### src/rtl/keypad_decoder_pkg.sv
// Shared constants, types and the note-divider table for the keypad decoder.
// Divider values are 10 MHz clock cycles per tone period at octave 0.
package keypad_decoder_pkg;

   localparam int NUM_KEYS  = 13;
   localparam int KEYPAD_W  = 17;
   localparam int DIV_W     = 18;

   localparam int KP_OCT_UP = 16;
   localparam int KP_OCT_DN = 15;
   localparam int KP_MODE   = 14;
   localparam int KP_GOOF   = 13;

   typedef enum logic [1:0] {
      MODE_0 = 2'd0,
      MODE_1 = 2'd1,
      MODE_2 = 2'd2
   } mode_t;

   function automatic logic [DIV_W-1:0] note_div(input logic [3:0] idx);
      case (idx)
         4'd0:    note_div = 18'd76445;
         4'd1:    note_div = 18'd72154;
         4'd2:    note_div = 18'd68106;
         4'd3:    note_div = 18'd64284;
         4'd4:    note_div = 18'd60675;
         4'd5:    note_div = 18'd57270;
         4'd6:    note_div = 18'd54054;
         4'd7:    note_div = 18'd51020;
         4'd8:    note_div = 18'd48157;
         4'd9:    note_div = 18'd45455;
         4'd10:   note_div = 18'd42903;
         4'd11:   note_div = 18'd40495;
         4'd12:   note_div = 18'd38223;
         default: note_div = 18'd0;
      endcase
   endfunction

   function automatic mode_t mode_step(input mode_t m);
      case (m)
         MODE_0:  mode_step = MODE_1;
         MODE_1:  mode_step = MODE_2;
         MODE_2:  mode_step = MODE_0;
         default: mode_step = MODE_0;
      endcase
   endfunction

endpackage

### src/rtl/keypad_decoder_debouncer.sv
// Two-flop synchroniser, sampling prescaler and two-sample agreement debouncer.
// A bit only moves when two consecutive tick samples agree.
module keypad_debouncer #(
   parameter int WIDTH           = 17,
   parameter int DEBOUNCE_CYCLES = 10000
) (
   input  logic             clk,
   input  logic             nrst,
   input  logic [WIDTH-1:0] din_i,
   output logic [WIDTH-1:0] deb_o,
   output logic [WIDTH-1:0] press_o
);
   localparam int CNT_W = (DEBOUNCE_CYCLES > 2) ? $clog2(DEBOUNCE_CYCLES) : 1;
   localparam logic [CNT_W-1:0] CNT_LAST = CNT_W'(DEBOUNCE_CYCLES - 1);

   logic [WIDTH-1:0] sync1_q, sync2_q;
   logic [WIDTH-1:0] samp_cur_q, samp_cur_d, samp_prev_q, samp_prev_d;
   logic [WIDTH-1:0] deb_q, deb_d, deb_dly_q;
   logic [WIDTH-1:0] stable_s;
   logic [CNT_W-1:0] cnt_q, cnt_d;
   logic             tick_q, tick_d;

   // Prescaler, sample shift and debounced-vector next state
   always_comb begin
      tick_d      = (cnt_q == CNT_LAST);
      cnt_d       = cnt_q;
      samp_cur_d  = samp_cur_q;
      samp_prev_d = samp_prev_q;
      if (tick_d) begin
         cnt_d       = {CNT_W{1'b0}};
         samp_prev_d = samp_cur_q;
         samp_cur_d  = sync2_q;
      end else begin
         cnt_d       = cnt_q + CNT_W'(1);
      end
      stable_s = ~(samp_cur_q ^ samp_prev_q);
      deb_d    = deb_q;
      if (tick_q) begin
         deb_d = (samp_cur_q & stable_s) | (deb_q & ~stable_s);
      end else begin
         deb_d = deb_q;
      end
   end

   // Debouncer state registers
   always_ff @(posedge clk or negedge nrst) begin
      if (!nrst) begin
         sync1_q     <= {WIDTH{1'b0}};
         sync2_q     <= {WIDTH{1'b0}};
         cnt_q       <= {CNT_W{1'b0}};
         tick_q      <= 1'b0;
         samp_cur_q  <= {WIDTH{1'b0}};
         samp_prev_q <= {WIDTH{1'b0}};
         deb_q       <= {WIDTH{1'b0}};
         deb_dly_q   <= {WIDTH{1'b0}};
      end else begin
         sync1_q     <= din_i;
         sync2_q     <= sync1_q;
         cnt_q       <= cnt_d;
         tick_q      <= tick_d;
         samp_cur_q  <= samp_cur_d;
         samp_prev_q <= samp_prev_d;
         deb_q       <= deb_d;
         deb_dly_q   <= deb_q;
      end
   end

   assign deb_o   = deb_q;
   assign press_o = deb_q & ~deb_dly_q;

endmodule

### src/rtl/keypad_decoder.sv
// Keypad front end for the tone generator: octave/mode tracking, lowest-key
// priority select and a registered period divider with change strobe.
module keypad_decoder
   import keypad_decoder_pkg::*;
#(
   parameter int DEBOUNCE_CYCLES = 10000,
   parameter int OCT_MAX         = 4,
   parameter int OCT_DEFAULT     = 1
) (
   input  logic              clk,
   input  logic              nrst,
   input  logic [KEYPAD_W-1:0] keypad,
   output logic [DIV_W-1:0]  divider,
   output logic              strobe,
   output logic [2:0]        octave,
   output logic [1:0]        mode,
   output logic              goof
);
   localparam logic [2:0] OCT_MAX_C = 3'(OCT_MAX);
   localparam logic [2:0] OCT_DEF_C = 3'(OCT_DEFAULT);

   logic [KEYPAD_W-1:0] deb_s, press_s;
   logic [DIV_W-1:0]    divider_q, divider_d;
   logic                strobe_q, strobe_d;
   logic [2:0]          octave_q, octave_d;
   mode_t               mode_q, mode_d;
   logic                goof_q, goof_d;
   logic                hit_s;
   logic [3:0]          idx_s;

   keypad_debouncer #(
      .WIDTH           (KEYPAD_W),
      .DEBOUNCE_CYCLES (DEBOUNCE_CYCLES)
   ) u_debouncer (
      .clk     (clk),
      .nrst    (nrst),
      .din_i   (keypad),
      .deb_o   (deb_s),
      .press_o (press_s)
   );

   // Octave/mode updates, priority encoder and divider next state
   always_comb begin
      octave_d = octave_q;
      if (press_s[KP_OCT_UP] && !press_s[KP_OCT_DN]) begin
         octave_d = (octave_q != OCT_MAX_C) ? octave_q + 3'd1 : octave_q;
      end else if (press_s[KP_OCT_DN] && !press_s[KP_OCT_UP]) begin
         octave_d = (octave_q != 3'd0) ? octave_q - 3'd1 : octave_q;
      end else begin
         octave_d = octave_q;
      end

      mode_d = mode_q;
      if (press_s[KP_MODE]) begin
         mode_d = mode_step(mode_q);
      end else begin
         mode_d = mode_q;
      end

      goof_d = deb_s[KP_GOOF];

      // Scan downwards so the lowest pressed key is the last one to write idx
      hit_s = 1'b0;
      idx_s = 4'd0;
      for (int i = NUM_KEYS - 1; i >= 0; i--) begin
         if (deb_s[i]) begin
            hit_s = 1'b1;
            idx_s = 4'(i);
         end else begin
            hit_s = hit_s;
            idx_s = idx_s;
         end
      end

      divider_d = {DIV_W{1'b0}};
      if (hit_s) begin
         divider_d = note_div(idx_s) >> octave_q;
      end else begin
         divider_d = {DIV_W{1'b0}};
      end
      strobe_d = (divider_d != divider_q);
   end

   // Output and control-state registers
   always_ff @(posedge clk or negedge nrst) begin
      if (!nrst) begin
         divider_q <= {DIV_W{1'b0}};
         strobe_q  <= 1'b0;
         octave_q  <= OCT_DEF_C;
         mode_q    <= MODE_0;
         goof_q    <= 1'b0;
      end else begin
         divider_q <= divider_d;
         strobe_q  <= strobe_d;
         octave_q  <= octave_d;
         mode_q    <= mode_d;
         goof_q    <= goof_d;
      end
   end

   assign divider = divider_q;
   assign strobe  = strobe_q;
   assign octave  = octave_q;
   assign mode    = mode_q;
   assign goof    = goof_q;

endmodule

### config.mk
export PLATFORM = sky130hd
export DESIGN_NAME = keypad_decoder
export DESIGN_NICKNAME = d
export VERILOG_FILES = /design/src/rtl/keypad_decoder_pkg.sv /design/src/rtl/keypad_decoder_debouncer.sv /design/src/rtl/keypad_decoder.sv
export SDC_FILE = /design/constraint.sdc
export NUM_CORES = 1
export LEC_CHECK = 0
export CORE_MARGIN = 2
export CORE_UTILIZATION = 40
export DETAILED_ROUTE_END_ITERATION = 8
export GPL_TIMING_DRIVEN = 1
export PLACE_DENSITY = 0.58
export SLEW_MARGIN = 20
export SYNTH_ARGS = -nofsm -noshare
export SYNTH_HDL_FRONTEND = slang
export SYNTH_HIERARCHICAL = 1
export SYNTH_SLANG_ARGS = --single-unit
export TNS_END_PERCENT = 20
### constraint.sdc
create_clock -name clk -period 6.9 [get_ports clk]
set_clock_uncertainty 0.1 [all_clocks]
set_input_delay 1.38 -clock clk [delete_from_list [all_inputs] [get_ports clk]]
set_output_delay 1.38 -clock clk [all_outputs]
set_load 0.01 [all_outputs]
==> results.py <==
metrics = {
    "cells_and_area": {
        "area_growth_syn_to_layout_pct": 16.4,
        "diodes": 0,
        "layout.nets": 764,
        "drive_above_1_share_pct": 10.4,
    },
    "die": {
        "core_sq_um": 16500,
        "fp.dieArea_sq_um": 17800,
        "num_rows": 47,
        "die_w_microns": 133,
        "floorplan.io_pins": 44,
        "start_util_pct": 40.7,
        "fp.dieH_microns": 133,
    },
    "global_route": {
        "grt_first_pass_wirelength_microns": 26800,
        "globalRouteMet2Util_pct": 28.7,
        "top_usage_layer": "met2",
        "met1_usage_pct": 26.2,
        "antenna_found_initial": 0,
        "gr-usage-all-layers_pct": 18.8,
        "grtUsageMet3_pct": 3.35,
        "grt_pass1_vias": 5226,
        "grt_start_max_net_pins": 84,
        "grt_overflow_total": 0,
    },
    "timing": {
        "tns_ns": 0,
        "hold_slack_ns": 0.248,
        "final.period_utilization_pct": 65.4,
        "finalHoldViolations": 0,
        "tightest_slew_ns": 0.856,
        "timing.final.crit_period_ns": 4.51,
        "setup-violations-final": 0,
        "clock.fmax_ghz": 0.222,
        "relSlewSlack_pct": 42.7,
        "grt_setup_unrepaired": "false",
        "final_critical_path_setup_slack_ns": 2.39,
        "finalMaxSlewViolations": 0,
    },
    "synthesis": {
        "mappedNetlistArea_sq_um": 6700,
        "number_of_synthesis_warnings": 6,
        "synth_nets": 733,
        "synthCells": 704,
        "synthesis.area_per_instance_sq_um": 9.51,
    },
    "clocking": {
        "insertion_delay_ns": 0.42,
        "tritoncts": "done",
        "clk_root_buffer_cell": "sky130_fd_sc_hd__clkbuf_16",
        "clk_sinks": 127,
        "cts-resized-gates": 0,
        "cts.path.max_buffers": 2,
        "quantity_of_hold_fixing_buffers_added_after_cts": 0,
        "ctsHtreeMaxLevel": 4,
        "cts_buffers": 17,
        "clk_pin_slew_worst_paths_ns": 0.06,
        "cts_setup_buffers": 0,
    },
    "placed_design": {
        "place_hpwl_microns": 11000,
        "worst_slack_after_detailed_placement_ns": 2.47,
        "port_buffers": 42,
        "globalplace.congestion": 0.916,
    },
    "setup_path": {
        "required_ns": 7.07,
        "arrival_ns": 4.68,
        "worst_setup_path_end_kind": "register",
        "timing.setup.critical_path_class": "reg -> reg",
        "cp-start-kind": "register",
        "timing.critical_path.fanout_max": 8,
    },
    "power": {
        "power.density_cell_area_nw_per_um2": 211,
        "static-leakage-power_nw": 3.44,
        "vdd_ir_drop_max_uv": 155,
        "power_mw": 1.64,
    },
    "detailed_routing": {
        "detailedRoute.firstIterationViolations": 416,
        "drcViolationCount": 0,
        "avgRoutedWirePerCell_microns": 16.5,
        "detail-route-antenna-nets": 0,
        "route.detailed.vias_per_inst": 5.65,
        "routed-via-count": 5466,
        "totalWireLength_microns": 16000,
        "detailedRoute.firstPassIterationCount": 6,
    },
    "min_path": {
        "min_path_type": "reg -> reg",
    },
    "run_status": {
        "run_status": "finished clean",
    },
    "job": {
        "drv.max_cap_violation_count": 0,
    },
}
power breakdown:
part	internal [mW]	total [mW]	switching, mW
logic	0.00928	0.0246	0.0154
registers	0.755	0.757	0.00244
clock network	0.492	0.863	0.371
critical path: stages (launching register included):
cell and delay [ns]:
sky130_fd_sc_hd__dfrtp_1 0.51, sky130_fd_sc_hd__nor2_1 0.12, sky130_fd_sc_hd__o311ai_0 0.50, sky130_fd_sc_hd__nand2_1 0.29, sky130_fd_sc_hd__inv_1 0.22, sky130_fd_sc_hd__ha_1 0.37
sky130_fd_sc_hd__nor4_1 0.10, sky130_fd_sc_hd__o32ai_1 0.78, sky130_fd_sc_hd__and2_1 0.25, sky130_fd_sc_hd__o21a_1 0.16, sky130_fd_sc_hd__xnor2_1 0.11, sky130_fd_sc_hd__or4b_1 0.43
sky130_fd_sc_hd__nor3_1 0.28, sky130_fd_sc_hd__nand4_1 0.14
layout make-up:
class | count | area (sq um)
repair buffers | 49 | 474
clock buffers | 19 | 453
fillers | 1568 | 8670
multi-input cells | 522 | 3230
clock inverters | 13 | 116
well taps | 220 | 275
flip-flops and latches | 127 | 3180
inverters | 18 | 67.6
worst paths after layout:
check	start	end	slack (ns)	cells after the start
setup reg to reg	register	strobe$_DFF_PN0_	2.39	13
max in group asynchronous	nrst	u_debouncer/samp_cur_q[11]$_DFFE_PN0N_	4.72	2
setup / recovery	register	strobe$_DFF_PN0_	2.39	13
hold reg to reg	u_debouncer/sync1_q[13]$_DFF_PN0_	u_debouncer/sync2_q[13]$_DFF_PN0_	0.25	0
hold / removal	u_debouncer/sync1_q[13]$_DFF_PN0_	u_debouncer/sync2_q[13]$_DFF_PN0_	0.25	0
min in group asynchronous	nrst	divider[8]$_DFF_PN0_	0.86	1
layout by cell type, fill, tap and decap left out, types with 4 or more instances in the layout:
cell                              count
sky130_fd_sc_hd__o221ai_1             4
sky130_fd_sc_hd__o21ai_0             22
sky130_fd_sc_hd__xor2_1               9
sky130_fd_sc_hd__o21a_1               7
sky130_fd_sc_hd__a31oi_1              5
sky130_fd_sc_hd__a221oi_1             7
sky130_fd_sc_hd__nand4_1              6
sky130_fd_sc_hd__xnor2_1              7
sky130_fd_sc_hd__dfrtp_1            125
sky130_fd_sc_hd__a21oi_1             51
sky130_fd_sc_hd__o32ai_1              6
sky130_fd_sc_hd__o31ai_1              5
sky130_fd_sc_hd__nor2_1              61
sky130_fd_sc_hd__clkdlybuf4s50_1     41
sky130_fd_sc_hd__a22oi_1              4
sky130_fd_sc_hd__o22ai_1              6
sky130_fd_sc_hd__ha_1                 9
sky130_fd_sc_hd__nand2_1            136
sky130_fd_sc_hd__o41ai_1              6
sky130_fd_sc_hd__o211ai_1             6
sky130_fd_sc_hd__inv_1               16
sky130_fd_sc_hd__nor3_1              15
sky130_fd_sc_hd__and3_1               4
sky130_fd_sc_hd__nor4_1               7
sky130_fd_sc_hd__buf_4                7
sky130_fd_sc_hd__inv_6                5
sky130_fd_sc_hd__a211oi_1             4
sky130_fd_sc_hd__clkbuf_16           17
sky130_fd_sc_hd__and2_1               4
sky130_fd_sc_hd__mux2i_1              4
sky130_fd_sc_hd__nor2b_1              5
sky130_fd_sc_hd__nand2b_1            22
sky130_fd_sc_hd__nand3_1             14
per-layer routing:
| layer | share of wire (%) | vias up |
|---|---|---|
| met3 | 5.3 | 35 |
| met4 | 2.6 | 0 |
| met5 | 0 | - |
| li1 | - | 2604 |
| met2 | 46 | 174 |
| met1 | 46 | 2653 |
per-stage QoR:
stage                     instances  util (%)  instance area [sq um]
after floorplan                 704         -                   6700
after global placement          936      43.9                   7220
after detailed placement        936      43.9                   7220
after CTS                       968      47.3                   7790
after global routing            968      47.3                   7800
final                           968      47.3                   7800
(Power assumes the default switching activity.)
